[src/rtl/universal_shift_register.sv]
// Universal shift register: parallel load plus multi-cycle logical, arithmetic, rotate or
// serial-fill shifts by a programmable step, repeated a programmable number of cycles.
module universal_shift_register #(
  parameter int unsigned WIDTH  = 8,
  parameter int unsigned STEP_W = 3,
  parameter int unsigned CNT_W  = 4
) (
  input  logic              clk,
  input  logic              rst,
  input  logic              load,
  input  logic [WIDTH-1:0]  load_value,
  input  logic              start,
  input  logic              dir,
  input  logic [1:0]        mode,
  input  logic [STEP_W-1:0] step,
  input  logic [CNT_W-1:0]  count,
  input  logic              si,
  output logic [WIDTH-1:0]  PO,
  output logic              so,
  output logic              busy,
  output logic              done
);

  typedef enum logic [0:0] {StIdle, StRun} state_e;

  localparam logic [1:0] ModeArith  = 2'b01;
  localparam logic [1:0] ModeRotate = 2'b10;
  localparam logic [1:0] ModeFill   = 2'b11;

  state_e             state_q, state_d;
  logic [WIDTH-1:0]   po_q, po_d;
  logic               so_q, so_d;
  logic               done_q, done_d;
  logic [CNT_W-1:0]   rem_q, rem_d;
  logic               dir_q, dir_d;
  logic [1:0]         mode_q, mode_d;
  logic [STEP_W-1:0]  step_q, step_d;
  logic               si_q, si_d;
  logic [WIDTH-1:0]   so_tap;
  int unsigned        step_n;

  // Shifting an all-ones word by the same amount yields the vacated-bit mask, which also
  // saturates to all-ones for steps >= WIDTH.
  function automatic logic [WIDTH-1:0] shift_word(input logic [WIDTH-1:0]  v,
                                                  input logic [STEP_W-1:0] s,
                                                  input logic              d,
                                                  input logic [1:0]        m,
                                                  input logic              f);
    logic [WIDTH-1:0] ones;
    logic [WIDTH-1:0] res;
    logic             fb;
    int unsigned      r;
    ones = '1;
    r    = 32'(s) % WIDTH;
    fb   = 1'b0;
    if (m == ModeRotate) begin
      if (d) res = (v >> r) | (v << (WIDTH - r));
      else   res = (v << r) | (v >> (WIDTH - r));
    end else begin
      if (m == ModeFill)             fb = f;
      else if (m == ModeArith && d)  fb = v[WIDTH-1];
      if (d) res = (v >> s) | (fb ? ~(ones >> s) : '0);
      else   res = (v << s) | (fb ? ~(ones << s) : '0);
    end
    return res;
  endfunction

  always_ff @(posedge clk or posedge rst) begin
    if (rst) state_q <= StIdle;
    else     state_q <= state_d;
  end

  always_comb begin
    state_d = state_q;
    unique case (state_q)
      StIdle: if (!load && start && count != '0) state_d = StRun;
      StRun:  if (load || rem_q == CNT_W'(1))    state_d = StIdle;
      default: state_d = StIdle;
    endcase
  end

  always_comb begin
    busy = (state_q == StRun);
  end

  always_comb begin
    po_d   = po_q;
    so_d   = so_q;
    done_d = 1'b0;
    rem_d  = rem_q;
    dir_d  = dir_q;
    mode_d = mode_q;
    step_d = step_q;
    si_d   = si_q;
    so_tap = '0;
    step_n = 32'(step_q);
    unique case (state_q)
      StIdle: begin
        if (load) begin
          po_d = load_value;
        end else if (start) begin
          if (count != '0) begin
            dir_d  = dir;
            mode_d = mode;
            step_d = step;
            si_d   = si;
            rem_d  = count;
          end else begin
            done_d = 1'b1;
          end
        end
      end
      StRun: begin
        if (load) begin
          po_d  = load_value;
          rem_d = '0;
        end else begin
          po_d  = shift_word(po_q, step_q, dir_q, mode_q, si_q);
          rem_d = rem_q - CNT_W'(1);
          if (rem_q == CNT_W'(1)) done_d = 1'b1;
          // so captures the last bit to leave the word; outside 1..WIDTH it holds.
          if (step_n != 0 && step_n <= WIDTH) begin
            so_tap = dir_q ? (po_q >> (step_n - 1)) : (po_q >> (WIDTH - step_n));
            so_d   = so_tap[0];
          end
        end
      end
      default: ;
    endcase
  end

  always_ff @(posedge clk or posedge rst) begin
    if (rst) begin
      po_q   <= '0;
      so_q   <= 1'b0;
      done_q <= 1'b0;
      rem_q  <= '0;
      dir_q  <= 1'b0;
      mode_q <= '0;
      step_q <= '0;
      si_q   <= 1'b0;
    end else begin
      po_q   <= po_d;
      so_q   <= so_d;
      done_q <= done_d;
      rem_q  <= rem_d;
      dir_q  <= dir_d;
      mode_q <= mode_d;
      step_q <= step_d;
      si_q   <= si_d;
    end
  end

  assign PO   = po_q;
  assign so   = so_q;
  assign done = done_q;

endmodule

[config.mk]
export PLATFORM = sky130hd
export DESIGN_NAME = universal_shift_register
export DESIGN_NICKNAME = d
export VERILOG_FILES = /design/src/rtl/universal_shift_register.sv
export SDC_FILE = /design/constraint.sdc
export NUM_CORES = 1
export LEC_CHECK = 0
export BUFFER_PORTS_ARGS = -buffer_cell sky130_fd_sc_hd__buf_2
export CORE_MARGIN = 10
export CORE_UTILIZATION = 30
export CTS_CLUSTER_DIAMETER = 150
export DETAILED_ROUTE_END_ITERATION = 10
export SYNTH_ARGS = -nofsm -noshare
export SYNTH_HDL_FRONTEND = slang
export SYNTH_SLANG_ARGS = --single-unit
[constraint.sdc]
create_clock -name clk -period 5.6 [get_ports clk]
set_clock_uncertainty 0.05 [all_clocks]
set_input_delay 1.12 -clock clk [delete_from_list [all_inputs] [get_ports clk]]
set_output_delay 1.12 -clock clk [all_outputs]
set_load 0.005 [all_outputs]
==> metrics.md, run 1 <==
| Metric | Value |
|---|---|
| Outcome | finished clean |
| Worst vdd ir | 0.231 mV |
| Worst-path clk slew | 90 ps |
| RSZ-0062 raised after global routing | no |
| Critical Path Start Type | flop |
| Pint | 0.617 mW |
| R2r setup slk | 2370 ps |
| Crit Path Class | reg -> reg |
| Final Max Slew Viols | 0 |
| CTS Hold Bufs | 0 |
| Synthesized net count | 330 |
| Async SR Flop Fraction | 100% |
| Setup crit end kind | flop |
| WL/cell | 19.8 um |
| Final wirelength | 8150 um |
| Path category of the worst min-delay check | reg -> reg |
| CTS tree | built |
| Routed vias/inst | 6.31 |
| Sw Share | 49.0% |
| DP Wirelength | 5690 um |
| 1st-pass router iterations | 7 |
| R2r startpoint | step_q[1]$_DFFE_PP0P_ |
| Fin. Hold Viols | 0 |
| Antenna Violating Nets Remaining | 0 |
| Power density cells | 447 nW/um^2 |
| Total GRT Usage | 12.4% |
| Predominant post-synthesis flop cell | dfrtp_1 |
| Worst slew pin tran | 903 ps |
| Number of global-route vias before repair | 2380 |
| Max_slew headroom | 39.8% |
| Routability cong. | 0.981 |
| Worst R2R End | PO[0]$_DFFE_PP0N_ |
| # rows | 33 |
| Start point of the critical path | step_q[1]$_DFFE_PP0P_ |
| Max H-tree Level | 1 |
| Register area share after synthesis | 21.9% |
| Filler cells | 892 |
| Crit path max fanout | 25 |
| Syn. warnings | 0 |
| Clk pwr share | 12.7% |
| Max Clk Rate | 0.309 GHz |
| Final period utilization | 57.8% |
| Setup crit end | PO[0]$_DFFE_PP0N_ |
| CTS sink cnt | 22 |
| CTS root buffer | clkbuf_8 |
| Longest Clk Path Bufs | 2 |
| Required @ worst endpoint | 5710 ps |
| Hold slack | 514 ps |
| Worst Path Arrival | 3350 ps |
| Worst-Skew Late Latency | 270 ps |
| R2R cell count | 6 |
| Die footprint | 12400 um^2 |
| # resized after CTS | 0 |
| Largest net degree at the start of global routing | 42 |
| CTS buffer count | 3 |
| CORE AREA | 8180 um^2 |
| Nets | 337 |
| Setup Total Neg Slack | 0 ps |
| GRT overflow | 0 |
| Synth Area per Inst | 8.34 um^2 |
| Seq pwr share | 26.6% |
| Via Count | 2600 |
| # DRC | 0 |
| Leakage | 1.10 nW |
| Area growth from synthesis to layout | 7.93% |
| Antenna violations before repair | 0 |
| Share of cells above drive strength 1 | 20.2% |
| Sw power | 0.593 mW |
| Die height | 111 um |
| Io pins | 34 |
| DRT iter0 DRCs | 429 |
| Final Setup Violations | 0 |
| Synth unique cells | 61 |
| Synthesis-stage register bit count | 22 |
| Post-CTS Repair Setup Buffers | 0 |
| Initial core utilization | 30.7% |
| Width of the die | 111 um |
| Syn Std Cell Area | 2510 um^2 |
| Post-layout min period | 3230 ps |
| First-pass GRT wire length | 13200 um |
| PortBufs | 33 |
| Placed Area | 2640 um^2 |
| Antenna cells | 0 |
| Cells after Synth | 301 |
| Max_cap viols | 0 |
| Combinational group share of total power | 60.7% |
| Post-synth EDFFs | 0 |
| Finished Cell Area | 2710 um^2 |
==> metrics by stage <==
step                power, mW  cells  util [%]  worst slack, ps
floorplan               0.869    301         -             3210
global placement         1.04    408      32.3             2480
detailed placement       1.03    408      32.3             2400
CTS                      1.19    412      33.1             2390
global route             1.29    412      33.1             2180
finish                   1.21    412      33.1             2370
==> worst max-delay path: stages (launching register included) <==
cell     delay (ps)
dfrtp_1         770
inv_1           210
ha_1            940
mux4_2          600
a32oi_1         260
nor2_1           60
o31a_1          240
==> worst min path at each step <==
stage | slack, ps | from | depth (start not counted) | end
after detailed placement | 490 | rem_q[3]$_DFFE_PP0P_ | 1 | rem_q[3]$_DFFE_PP0P_
after global placement | 480 | rem_q[3]$_DFFE_PP0P_ | 1 | rem_q[3]$_DFFE_PP0P_
after floorplan | 450 | rem_q[3]$_DFFE_PP0P_ | 1 | rem_q[3]$_DFFE_PP0P_
final | 510 | rem_q[0]$_DFFE_PP0P_ | 1 | rem_q[0]$_DFFE_PP0P_
after CTS | 510 | rem_q[3]$_DFFE_PP0P_ | 1 | rem_q[3]$_DFFE_PP0P_
after global routing | 540 | rem_q[3]$_DFFE_PP0P_ | 1 | rem_q[3]$_DFFE_PP0P_
==> Yosys cell counts, types with 3 or more instances <==
library cell | n | area share (%)
nand3b_1 | 4 | 1.2
nor3_1 | 8 | 1.6
nor2_1 | 29 | 4.3
mux4_2 | 8 | 7.2
ha_1 | 6 | 3.0
inv_1 | 9 | 1.3
buf_4 | 4 | 1.2
o21ai_0 | 20 | 4.0
a22oi_1 | 3 | 0.90
dfrtp_1 | 22 | 22
mux2_2 | 6 | 2.7
nor2b_1 | 4 | 1.0
buf_2 | 11 | 2.2
nor3b_1 | 3 | 0.90
a31oi_1 | 7 | 1.7
a21oi_1 | 16 | 3.2
nand2b_1 | 7 | 1.7
o221ai_1 | 4 | 1.4
buf_6 | 4 | 1.8
a211oi_1 | 4 | 1.2
clkbuf_1 | 11 | 1.6
mux2i_1 | 24 | 9.6
nand3_1 | 4 | 0.80
nand2_1 | 23 | 3.4
o31ai_1 | 4 | 1.2
o22ai_1 | 8 | 2.0
==> layout make-up <==
type                       instances  area (um^2)  share of cell area, %
multi-input combinational        235         1730                   64.0
sequential                        22          551                   20.3
timing repair buffer              35          180                   6.65
tap                              105          131                   4.85
clock buffer                       3         41.3                   1.52
inverter                          11         41.3                   1.52
clock inverter                     1         30.0                   1.11
==> flip-flops by register name, indices dropped and copies added (netlist names) <==
signal and count:
busy 1, done 1, dir_q 1, rem_q 4, si_q 1, step_q 3
mode_q 2, so 1, PO 8
==> logic make-up (layout without fill, tap and decap cells) <==
group	after synthesis	in the layout	share of synthesized area [%]
simple gates	95	95	19.1
flops	22	22	21.9
fa+ha+maj	6	6	2.99
buf+inv	44	50	8.97
xor+xnor	1	1	0.349
mux	40	40	21.5
compound gates	93	93	25.1
==> layer usage <==
layer / up-vias / part of all wire, % / track usage, %
met5: - / 0 / 0
met4: 0 / 4.2 / 5.06
met3: 36 / 9.5 / 2.25
met2: 177 / 44 / 18.2
met1: 1250 / 42 / 17.3
li1: 1137 / - / -
==> placed cells by master (no fill, tap or decap), types with 8 or more instances in the layout <==
| cell type | count |
|---|---|
| nor2_1 | 29 |
| mux2i_1 | 24 |
| o22ai_1 | 8 |
| inv_1 | 9 |
| nand2_1 | 23 |
| buf_2 | 33 |
| nor3_1 | 8 |
| o21ai_0 | 20 |
| a21oi_1 | 16 |
| mux4_2 | 8 |
| dfrtp_1 | 22 |
==> power groups by stage <==
stage / combinational [mW] / sequential [mW] / clock (mW)
2_1_floorplan: 0.626 / 0.244 / 0
3_3_place_gp: 0.715 / 0.322 / 0
3_5_place_dp: 0.710 / 0.322 / 0
4_1_cts: 0.717 / 0.318 / 0.155
5_1_grt: 0.796 / 0.333 / 0.162
6_report: 0.734 / 0.322 / 0.154
(Power assumes the default switching activity.)
==> inputs of run 2 (changes only) <==
--- a/config.mk
+++ b/config.mk
@@ -5,6 +5,7 @@
 export SDC_FILE = /design/constraint.sdc
 export NUM_CORES = 1
 export LEC_CHECK = 0
+export ABC_AREA = 1
 export BUFFER_PORTS_ARGS = -buffer_cell sky130_fd_sc_hd__buf_2
 export CORE_MARGIN = 10
 export CORE_UTILIZATION = 30
==> constraint.sdc (replaced) <==
create_clock -name clk -period 3.16 [get_ports clk]
set_clock_uncertainty 0.05 [all_clocks]
set_input_delay 0.632 -clock clk [delete_from_list [all_inputs] [get_ports clk]]
set_output_delay 0.632 -clock clk [all_outputs]
set_load 0.005 [all_outputs]
==> run 2 against run 1 <==
- wire length fell by 9.6%
- clock power rose by 75%
- sequential share of layout area rose by 2.3 points
- via count fell by 1.2%
- synthesized cell count rose by 17%
- die area fell by 11%
- sequential cell count did not move
- synthesized area fell by 14%
- total power rose by 42%
- utilization rose by 2.1 points
- register-to-register slack got worse by 1800 ps
- combinational power rose by 36%
- largest cell class unchanged
==> metrics.md, run 2 <==
| Metric | Value |
|---|---|
| Fin cells | 471 (+14%) |
| Share of cells above drive strength 1 | 16.0% (-4.2 points) |
| Setup Total Neg Slack | 0 ps (unchanged) |
| Worst R2R End | PO[7]$_DFFE_PP0N_ |
| Largest net degree at the start of global routing | 23 (-45%) |
| Longest Clk Path Bufs | 2 (unchanged) |
| Width of the die | 105 um (-5.9%) |
| Most common cell after layout, fill and taps aside | nand2_1 |
| Antenna violations before repair | 0 (unchanged) |
| Fin. Hold Viols | 0 (unchanged) |
| Met3 routed wirelength | 619 um (-20%) |
| Area leader, netlist | dfrtp_1 |
| Start point of the critical path | step_q[0]$_DFFE_PP0P_ |
| Post-layout min period | 2580 ps (-653 ps) |
| DRT iter0 DRCs | 412 (-4.0%) |
| R2R cell count | 12 (+6) |
| Routability cong. | 0.973 (-0.81%) |
| Mux share of post-synthesis cell area | 0% (-22 points) |
| Worst-path clk slew | 90 ps (about the same) |
| R2r setup slk | 580 ps (-1790 ps) |
| Met2 WL | 3350 um (-6.2%) |
| Ranking of synthesized cells by area | dfrtp_1 (25%), nand2_1 (19%), nand3_1 (17%), nor2_1 (4.7%), inv_1 (4.2%) |
| Final Setup Violations | 0 (unchanged) |
| Nets | 405 (+20%) |
| Max_slew headroom | 39.5% (-0.31 points) |
| Io pins | 34 (unchanged) |
| Syn. warnings | 0 (unchanged) |
| Post-synth EDFFs | 0 (unchanged) |
| Utilization after layout | 35.3% (+2.1 points) |
| Post-CTS Repair Setup Buffers | 0 (unchanged) |
| 1st-pass router iterations | 5 (-2) |
| GRT overflow | 0 (unchanged) |
| Yosys top cell area share | 25.5% (+3.5 points) |
| Placed cells | 467 (+14%) |
| PortBufs | 33 (unchanged) |
| Worst slack, placed | 658 ps (-1740 ps) |
| Filler cells | 779 (-13%) |
| CTS sink cnt | 22 (unchanged) |
| Worst setup margin | 578 ps (-1790 ps) |
| Final period utilization | 81.7% (+24 points) |
| Worst vdd ir | 0.286 mV (+23%) |
| Synth unique cells | 27 (-56%) |
| CTS Hold Bufs | 0 (unchanged) |
| Largest family of logic cells by synthesized area | simple AND/OR/NAND/NOR gates |
| Critical path depth | 12 (+6) |
| Routed vias/inst | 5.45 (-14%) |
| Die height | 105 um (-5.9%) |
| Leakage | 1.30 nW (+18%) |
| Cells after Synth | 351 (+17%) |
| Setup crit end kind | flop |
| # resized after CTS | 0 (unchanged) |
| Max reg flops | 8 (unchanged) |
| Path category of the worst min-delay check | reg -> reg |
| CP peak stage delay | 670 ps (-270 ps) |
| Required @ worst endpoint | 3270 ps (-2440 ps) |
| Most common cell in the netlist | nand2_1 |
| Area growth from synthesis to layout | 12.6% |
| Post-Synth Simple-Gate Area | 49.0% (+30 points) |
| Max Clk Rate | 0.387 GHz (+25%) |
| Top sig layer | met4 |
| DP Wirelength | 5690 um (about the same) |
| Critical-path cell list | inv_8 > ha_1 > inv_1 > nand3_1 > nand3_1 > nand2_1 > nand2_1 > nand2_1 > nand2_1 > nand2_1 > nand2_1 > nand2_1 |
| Die footprint | 11000 um^2 (-11%) |
| First-pass GRT wire length | 12000 um (-9.0%) |
| Synthesis-stage register bit count | 22 (unchanged) |
| # DRC | 0 (unchanged) |
| Via Count | 2568 (-1.2%) |
| CTS buffer count | 3 (unchanged) |
| Total GRT Usage | 13.0% (+0.58 points) |
| Max_cap viols | 0 (unchanged) |
| Antenna cells | 0 (unchanged) |
| Synthesized net count | 380 (+15%) |
| Most common cell on crit path | nand2_1 |
| Initial core utilization | 31.3% (+0.60 points) |
| CTS tree | built |
| Async SR Flop Fraction | 100% (unchanged) |
| Worst-Skew Late Latency | 270 ps (about the same) |
| Adder-Cell Fraction of Synth Area | 3.47% (+0.48 points) |
| Critical Path Start Type | flop |
| Crit path max fanout | 20 (-20%) |
| R2r startpoint | step_q[0]$_DFFE_PP0P_ |
| Outcome | finished clean |
| Crit Path Class | reg -> reg |
| Setup crit end | PO[7]$_DFFE_PP0N_ |
| Register area share after synthesis | 25.5% (+3.5 points) |
| Final wirelength | 7370 um (-9.6%) |
| Worst slew pin tran | 907 ps (+4.57 ps) |
| Antenna Violating Nets Remaining | 0 (unchanged) |
| Power density cells | 705 nW/um^2 (+58%) |
| Slowest-stage cell, CP | dfrtp_1 |
| Number of global-route vias before repair | 2353 (-1.1%) |
| Post-synth top cells | nand2_1 (110), nand3_1 (73), nor2_1 (27) |
| Finished Cell Area | 2430 um^2 (-10%) |
| Max H-tree Level | 1 (unchanged) |
| WL/cell | 15.6 um (-21%) |
| # rows | 30 (-9.1%) |
| Synth Area per Inst | 6.16 um^2 (-26%) |
| Syn Std Cell Area | 2160 um^2 (-14%) |
| Top delay family on crit path | simple AND/OR/NAND/NOR gates |
| CTS root buffer | clkbuf_8 |
| RSZ-0062 raised after global routing | no |
| Placed Area | 2360 um^2 (-10%) |
| WP buf/inv | 2 (+1) |
| CORE AREA | 6910 um^2 (-16%) |
| Commonest cells after routing, fill and taps aside | nand2_1 (110), nand3_1 (73), buf_2 (33) |
| DRT met1 WL | 3130 um (-9.6%) |
| Xor-xnor portion of the synthesized cell area | 0% (-0.35 points) |
| Worst Path Arrival | 2690 ps (-660 ps) |
| Final Max Slew Viols | 0 (unchanged) |
| Complex-gate fraction of the synthesized area | 12.6% (-13 points) |
| Predominant post-synthesis flop cell | dfrtp_1 |
-- run 2: changes by cell type after synthesis, moves of 5 or more --
cell      change
mux2_2        -6
nand2b_1      -7
mux2i_1      -24
o21ai_0       -5
nand2_1      +87
nand3_1      +69
o22ai_1       -5
a22oi_1       +5
nor3_1        -8
mux4_2        -8
a31oi_1       -7
nand2_2       +7
clkbuf_1     -10
inv_1        +15
-- run 2: worst min path at each step --
stage,start,cells past startpoint,slack (ps),end
2_1_floorplan,si_q$_DFFE_PP0P_,2,440,si_q$_DFFE_PP0P_
3_3_place_gp,si_q$_DFFE_PP0P_,2,460,si_q$_DFFE_PP0P_
3_5_place_dp,so$_DFFE_PP0P_,2,460,so$_DFFE_PP0P_
4_1_cts,so$_DFFE_PP0P_,2,490,so$_DFFE_PP0P_
5_1_grt,si_q$_DFFE_PP0P_,2,520,si_q$_DFFE_PP0P_
6_report,si_q$_DFFE_PP0P_,2,490,si_q$_DFFE_PP0P_
-- run 2: tightest hold or removal path: stages (launching register included) --
cell	delay, ps
dfrtp_1	330
inv_1	60
a21oi_1	110
-- run 2: where the power goes --
part           internal [mW]  total, mW  switching (mW)
Combinational          0.326      0.996           0.670
Sequential             0.345      0.451           0.106
Clock                  0.169      0.269          0.0995
-- run 2: per-stage QoR --
stage	hold WS [ps]	total power, mW
after CTS	487	1.70
final	485	1.72
after global placement	462	1.45
after global routing	518	1.86
after floorplan	441	1.18
after detailed placement	464	1.43
-- run 2: cell families (layout without fill, tap and decap cells) --
kind of cell	after synthesis	in the layout
buffers and inverters	43	67
AND/OR/NAND/NOR	233	233
AO/OA/AOI/OAI	47	47
flip-flops	22	22
adder cells (fa/ha/maj)	6	6
-- run 2: routing by layer --
layer	up-vias	GRT usage (%)
li1	1223	-
met1	1156	17.5
met2	162	20.0
met3	27	1.78
met4	0	5.69
met5	-	0
-- run 2: layout make-up --
| type | count | area [um^2] | share of cell area [%] |
|---|---|---|---|
| tap | 96 | 120 | 4.93 |
| sequential | 22 | 551 | 22.6 |
| clock buffer | 3 | 41.3 | 1.70 |
| multi-input combinational | 286 | 1410 | 57.8 |
| timing repair buffer | 33 | 165 | 6.78 |
| clock inverter | 1 | 30.0 | 1.23 |
| inverter | 30 | 120 | 4.93 |
